**src/rtl/pipe_ctrl_pkg.sv**
```systemverilog
// pipe_ctrl_pkg
//   Shared definitions for the pipeline hazard controller: FSM state encoding,
//   register-index width, and the bundle of per-stage control outputs together
//   with the fixed patterns the controller drives.
package pipe_ctrl_pkg;

  localparam int REG_W = 5;
  localparam logic [REG_W-1:0] ZERO_REG = 5'd0;

  typedef enum logic [1:0] {
    RUN        = 2'd0,
    LOAD_STALL = 2'd1,
    MEM_WAIT   = 2'd2
  } state_e;

  // One bundle for every PC/stage-register control so the decode can assign
  // whole patterns at once.
  typedef struct packed {
    logic pc_en;
    logic pc_redirect;
    logic ifid_en;
    logic idex_en;
    logic exmem_en;
    logic memwb_en;
    logic ifid_flush;
    logic idex_flush;
    logic exmem_flush;
  } ctrl_t;

  // Normal flow: everything advances, nothing flushed.
  localparam ctrl_t CTRL_RUN    = 9'b1_0_1111_000;
  // Held in reset: nothing advances, every stage fed a bubble.
  localparam ctrl_t CTRL_RESET  = 9'b0_0_0000_111;
  // Data memory busy: whole pipeline holds, PC included.
  localparam ctrl_t CTRL_FREEZE = 9'b0_0_0000_000;
  // Branch/jump taken at MEM: load target, squash the three younger stages.
  localparam ctrl_t CTRL_TAKE   = 9'b1_1_1111_111;
  // Load-use bubble: PC and IF/ID hold, ID/EX gets a bubble, older stages drain.
  localparam ctrl_t CTRL_LSTALL = 9'b0_0_0111_010;

endpackage

```
**src/rtl/pipeline_hazard_ctrl_load_use_detect.sv**
```systemverilog
// load_use_detect
//   Combinational load-use hazard compare between the instruction in ID and
//   the load sitting in ID/EX.
//   Ports:
//     id_rs, id_rt   source registers of the ID instruction
//     id_uses_rt     ID instruction actually reads rt
//     ex_rd          destination of the ID/EX instruction
//     ex_mem_read    ID/EX instruction is a load
//     load_use       hazard present this cycle
module load_use_detect
  import pipe_ctrl_pkg::*;
(
  input  logic [REG_W-1:0] id_rs,
  input  logic [REG_W-1:0] id_rt,
  input  logic             id_uses_rt,
  input  logic [REG_W-1:0] ex_rd,
  input  logic             ex_mem_read,
  output logic             load_use
);

  logic rs_match;
  logic rt_match;

  assign rs_match = (ex_rd == id_rs);
  assign rt_match = id_uses_rt & (ex_rd == id_rt);

  // A load into the zero register never produces a usable value, so it
  // cannot create a dependency.
  assign load_use = ex_mem_read & (ex_rd != ZERO_REG) & (rs_match | rt_match);

endmodule

```
**src/rtl/pipeline_hazard_ctrl.sv**
```systemverilog
// pipeline_hazard_ctrl
//   Central sequencer for the PC and the IF/ID, ID/EX, EX/MEM, MEM/WB registers.
//   Inserts load-use bubbles, applies branch/jump redirects resolved at MEM,
//   freezes the pipeline during multi-cycle data-memory accesses, counts
//   stalled cycles and flags over-long memory waits.
//   Ports:
//     clk, rst_n                 clock, synchronous active-low reset
//     id_rs, id_rt, id_uses_rt   ID instruction operands
//     ex_rd, ex_mem_read         load in ID/EX
//     mem_branch, mem_zero,
//     mem_jump                   control-flow resolution in EX/MEM
//     dmem_req, dmem_ready       data-memory handshake
//     pc_en, pc_redirect         PC enable and target select
//     *_en, *_flush              stage register enables / bubble inserts
//     stall_cycles               saturating count of cycles with pc_en=0
//     mem_err                    sticky memory-wait timeout
//   All control outputs are combinational from state and inputs.
module pipeline_hazard_ctrl
  import pipe_ctrl_pkg::*;
#(
  parameter int LOAD_BUBBLES = 1,
  parameter int MEM_TIMEOUT  = 16,
  parameter int CNT_W        = 16
) (
  input  logic             clk,
  input  logic             rst_n,
  input  logic [REG_W-1:0] id_rs,
  input  logic [REG_W-1:0] id_rt,
  input  logic             id_uses_rt,
  input  logic [REG_W-1:0] ex_rd,
  input  logic             ex_mem_read,
  input  logic             mem_branch,
  input  logic             mem_zero,
  input  logic             mem_jump,
  input  logic             dmem_req,
  input  logic             dmem_ready,
  output logic             pc_en,
  output logic             pc_redirect,
  output logic             ifid_en,
  output logic             idex_en,
  output logic             exmem_en,
  output logic             memwb_en,
  output logic             ifid_flush,
  output logic             idex_flush,
  output logic             exmem_flush,
  output logic [CNT_W-1:0] stall_cycles,
  output logic             mem_err
);

  // Wide enough that the saturated value always exceeds MEM_TIMEOUT-1.
  localparam int WAIT_W = $clog2(MEM_TIMEOUT + 1) + 1;
  localparam logic [2:0] BUB_INIT = 3'(LOAD_BUBBLES - 1);
  localparam logic [WAIT_W-1:0] WAIT_LIMIT = WAIT_W'(MEM_TIMEOUT - 1);

  state_e            state_q, state_d;
  state_e            ret_q, ret_d;
  state_e            eff_state;
  logic [2:0]        bubble_q, bubble_d;
  logic [WAIT_W-1:0] wait_q, wait_d, wait_now;
  logic [CNT_W-1:0]  stall_q, stall_d;
  logic              err_q, err_d;
  ctrl_t             ctrl;

  logic load_use;
  logic take;
  logic dwait;

  load_use_detect u_load_use_detect (
    .id_rs       (id_rs),
    .id_rt       (id_rt),
    .id_uses_rt  (id_uses_rt),
    .ex_rd       (ex_rd),
    .ex_mem_read (ex_mem_read),
    .load_use    (load_use)
  );

  assign take  = (mem_branch & mem_zero) | mem_jump;
  assign dwait = dmem_req & ~dmem_ready;

  always_comb begin
    state_d  = state_q;
    ret_d    = ret_q;
    bubble_d = bubble_q;
    wait_d   = wait_q;
    err_d    = err_q;
    ctrl     = CTRL_RUN;

    // Wait count only carries over while already waiting; a fresh wait
    // starts from zero so the entry cycle counts as the first wait cycle.
    wait_now = (state_q == MEM_WAIT) ? wait_q : '0;

    // On the cycle a memory wait ends, behave exactly like the state we
    // came from, so pending redirects and remaining bubbles take effect.
    eff_state = (state_q == MEM_WAIT) ? ret_q : state_q;

    if (dwait) begin
      ctrl    = CTRL_FREEZE;
      state_d = MEM_WAIT;
      if (state_q != MEM_WAIT) begin
        ret_d = state_q;
      end
      wait_d = (&wait_now) ? wait_now : wait_now + 1'b1;
      if (wait_now >= WAIT_LIMIT) begin
        err_d = 1'b1;
      end
    end else begin
      wait_d = '0;
      case (eff_state)
        RUN: begin
          state_d = RUN;
          if (take) begin
            ctrl = CTRL_TAKE;
          end else if (load_use) begin
            ctrl     = CTRL_LSTALL;
            bubble_d = BUB_INIT;
            if (LOAD_BUBBLES > 1) begin
              state_d = LOAD_STALL;
            end
          end
        end
        LOAD_STALL: begin
          if (take) begin
            // Older control-flow change squashes the stalled instruction anyway.
            ctrl     = CTRL_TAKE;
            bubble_d = 3'd0;
            state_d  = RUN;
          end else begin
            // bubble_q holds the bubbles still owed including this one.
            ctrl = CTRL_LSTALL;
            if (bubble_q <= 3'd1) begin
              bubble_d = 3'd0;
              state_d  = RUN;
            end else begin
              bubble_d = bubble_q - 3'd1;
              state_d  = LOAD_STALL;
            end
          end
        end
        default: begin
          state_d = RUN;
        end
      endcase
    end

    if (!rst_n) begin
      ctrl = CTRL_RESET;
    end

    stall_d = stall_q;
    if (!ctrl.pc_en && !(&stall_q)) begin
      stall_d = stall_q + 1'b1;
    end
  end

  always_ff @(posedge clk) begin
    if (!rst_n) begin
      state_q  <= RUN;
      ret_q    <= RUN;
      bubble_q <= 3'd0;
      wait_q   <= '0;
      stall_q  <= '0;
      err_q    <= 1'b0;
    end else begin
      state_q  <= state_d;
      ret_q    <= ret_d;
      bubble_q <= bubble_d;
      wait_q   <= wait_d;
      stall_q  <= stall_d;
      err_q    <= err_d;
    end
  end

  assign pc_en        = ctrl.pc_en;
  assign pc_redirect  = ctrl.pc_redirect;
  assign ifid_en      = ctrl.ifid_en;
  assign idex_en      = ctrl.idex_en;
  assign exmem_en     = ctrl.exmem_en;
  assign memwb_en     = ctrl.memwb_en;
  assign ifid_flush   = ctrl.ifid_flush;
  assign idex_flush   = ctrl.idex_flush;
  assign exmem_flush  = ctrl.exmem_flush;
  assign stall_cycles = stall_q;
  assign mem_err      = err_q;

endmodule
```
**config.mk**
```make
export PLATFORM = sky130hd
export DESIGN_NAME = pipeline_hazard_ctrl
export DESIGN_NICKNAME = d
export VERILOG_FILES = /design/src/rtl/pipe_ctrl_pkg.sv /design/src/rtl/pipeline_hazard_ctrl_load_use_detect.sv /design/src/rtl/pipeline_hazard_ctrl.sv
export SDC_FILE = /design/constraint.sdc
export NUM_CORES = 1
export LEC_CHECK = 0
export BUFFER_PORTS_ARGS = -buffer_cell sky130_fd_sc_hd__buf_2
export CAP_MARGIN = 20
export CORE_MARGIN = 1
export CORE_UTILIZATION = 56
export CTS_CLUSTER_DIAMETER = 120
export CTS_CLUSTER_SIZE = 16
export DETAILED_ROUTE_END_ITERATION = 12
export PLACE_DENSITY_LB_ADDON = 0.3
export SYNTH_ARGS = -nofsm -noshare
export SYNTH_HDL_FRONTEND = slang
export SYNTH_SLANG_ARGS = --single-unit
```
**constraint.sdc**
```tcl
create_clock -name clk -period 3.4 [get_ports clk]
set_input_delay 0.34 -clock clk [delete_from_list [all_inputs] [get_ports clk]]
set_output_delay 0.34 -clock clk [all_outputs]
set_load 0.05 [all_outputs]
```
==> run_results.csv <==
group,metric,value,unit
status,outcome,"complete, no violations",
setup_path,worstPathRequired,3.06,ns
global_route,grt_pass1_wl,6020,um
floorplanning,die_w,58.2,um
logic_synthesis,synth_xor_area_frac,0.0594,
timing,fmax,424,MHz
power,swShare,0.304,
floorplanning,rows,20,
routing,wirelength,3540,um
cells_and_area,n_antenna_cell,0,
routing,vias_per_cell,5.54,
setup_path,worstPathArrival,2.02,ns
global_route,grt-ovfl-total,0,
cells_and_area,drive_gt1_frac,0.268,
power,p_leak,0.824,nW
logic_synthesis,synth_edf_count,0,
cts,post_cts_resized,0,
logic_synthesis,yosys_register_bits,30,
power,irDropWorstVdd,0.237,mV
logic_synthesis,synth_top_family_by_area,"simple AND/OR/NAND/NOR gates",
cells_and_area,layout.nets,284,
logic_synthesis,synth_ff_type,"dfxtp_1",
floorplanning,io_pins,50,
timing,hold_viol,0,
setup_path,crit_path_end_kind,"primary output",
placed_design,dpl.hpwl,2630,um
floorplanning,coreArea,0.00303,mm2
cells_and_area,final_common_cell,"buf_2",
routing,num_vias,1668,
logic_synthesis,avgSynthCellArea,8.47,um2
cts,numClockSinks,30,
timing,setup-tns-final,0,ns
setup_path,path_class,"in -> out",
setup_path,start_kind,"input pin",
power,power_density,342,mW/mm2
power,clkPwrFrac,0.325,
timing,setup-violations-final,0,
placed_design,portBuffers,49,
floorplanning,fp.dieArea,0.00339,mm2
timing,finClkSkew,0.00942,ns
timing,worstMarginPinSlew,0.554,ns
logic_synthesis,synthMuxAreaShare,0.0283,
logic_synthesis,synthAdderAreaFrac,0.0283,
power,switchingPower,214,uW
setup_path,path_max_fanout,11,
power,combPwrFrac,0.166,
cts,cts_buffer_depth,2,
global_route,grt_usage,0.232,
cts,holdBufCountCts,0,
hold_path,hold_path_class,"in -> reg",
global_route,grt_max_degree,25,
floorplanning,start_util,0.584,
power,finalPower,706,uW
global_route,antenna_found_initial,0,
run,drv_cap,0,
timing,slew_violations,0,
global_route,grt_pass1_vias,1385,
routing,firstDrtPassIters,4,
timing,slew_headroom,0.627,
routing,drcViolationCount,0,
logic_synthesis,syn_inst,209,
logic_synthesis,yosysSeqAreaShare,0.339,
routing,antenna_left,0,
logic_synthesis,synth-compound-area-share,0.220,
routing,wl_per_cell,11.7,um
cts,cts_max_level,2,
timing,fin_crit,2.36,ns
logic_synthesis,synth_nets,237,
logic_synthesis,synth_area,0.00177,mm2
cts,path_clk_slew,0.10,ns
timing,timing.final.crit_share,0.694,
cts,cts_setup_buffers,0,
cts,cts_made_buffers,5,
timing,rsz0062_at_grt,"false",
cts,cts_tree,"yes",
cells_and_area,syn2layout_area_growth,16.8,%
logic_synthesis,synth-async-reset-ratio,0,
placed_design,gp_congestion,0.781,
floorplanning,dieHeight,58.2,um
cts,insertion_delay,0.33,ns
routing,first_iter_violations,101,
logic_synthesis,yosys_warnings,0,
cells_and_area,num-fill-cells,272,
power,internal_power,492,uW
logic_synthesis,synth.distinct_cells,48,
cts,root_buffer,"clkbuf_4",
cells_and_area,final_cell_mix,"49 x buf_2, 30 x dfxtp_1, 19 x nand2_1, 17 x a21oi_1, 12 x nor2_1",
logic_synthesis,synth-simple-area-share,0.264,
power,pwr-share-seq,0.509,
metrics by stage:
stage / instance area, um2 / worst slack [ns] / cells / utilization / hold WS, ns
floorplan: 1770 / 0.921 / 209 / - / 0.452
global placement: 2000 / 1.08 / 293 / 0.662 / 0.441
detailed placement: 2000 / 1.05 / 293 / 0.662 / 0.454
CTS: 2070 / 1.06 / 301 / 0.683 / 0.291
global route: 2070 / 0.953 / 301 / 0.683 / 0.330
finish: 2070 / 1.04 / 301 / 0.683 / 0.302
worst paths after layout:
check / start / end / slack (ns) / cells past startpoint
worst max-delay path: ex_rd[1] / ifid_en / 1.04 / 6
worst min-delay path: dmem_ready / ret_q[0] / 0.30 / 4
worst max register to register: stall_cycles[0] / stall_cycles[11] / 1.35 / 7
worst min register to register: mem_err / mem_err / 0.47 / 2
state kept, by name, summed over array words and instances (netlist names):
name and flops:
wait_q 6, ret_q 2, bubble_q 3, mem_err 1
state_q 2, stall_cycles 16
Yosys cell counts, types with 2 or more instances:
library cell  count  area share
a21oi_1          17       0.048
a21oi_2           3       0.015
and2_1            3       0.011
and3_1            4       0.014
and4_1            3       0.015
buf_2             2      0.0057
buf_4             5       0.021
clkbuf_1          2      0.0042
dfxtp_1          30        0.34
ha_1              4       0.028
inv_1             7       0.015
mux2i_1           5       0.028
nand2_1          19       0.040
nand2b_1          3       0.011
nand3_1           9       0.025
nand4_1           5       0.018
nor2_1           12       0.025
nor2b_1           2      0.0071
nor3_1            4       0.011
nor4_1            4       0.014
o21ai_0          10       0.028
o21ai_1           2      0.0057
o22a_1            2      0.0099
o31ai_1           9       0.038
o41ai_1           2      0.0099
or4_1             9       0.038
xnor2_1          11       0.054
power by group through the flow:
stage               clock (mW)  sequential [mW]  combinational [mW]
global placement             0            0.367               0.116
CTS                      0.237            0.359               0.118
global route             0.251            0.360               0.126
detailed placement           0            0.367               0.117
finish                   0.230            0.359               0.117
floorplan                    0            0.375              0.0815
final cells by class:
class                   count  area, um2  share of cell area
clock buffers               6       51.3              0.0248
clock inverters             2       12.5             0.00605
inverters                   7       26.3              0.0127
multi-input cells         161       1060               0.513
flip-flops and latches     30        601               0.291
well taps                  44       55.1              0.0266
repair buffers             51        260               0.126
per-layer routing:
layer  track usage  share of wire  wire [um]  vias to the layer above
met5             0              0          0                        -
met4        0.0918          0.014         48                        0
met3        0.0625          0.041        145                        6
met2         0.356           0.46       1620                       34
met1         0.309           0.49       1720                      760
li1              -              -          -                      868
logic make-up after synthesis:
| logic type | Yosys count |
|---|---|
| AO/OA/AOI/OAI | 56 |
| XOR/XNOR | 12 |
| adder cells (fa/ha/maj) | 4 |
| buffers and inverters | 18 |
| flip-flops | 30 |
| multiplexers | 5 |
| AND/OR/NAND/NOR | 84 |
critical path: stages:
cell	delay [ns]
buf_2	0.12
or4_4	0.54
o21ai_4	0.18
nor2_2	0.07
a211oi_4	0.43
buf_2	0.34
Note: power is estimated with default switching activity, not from simulation.
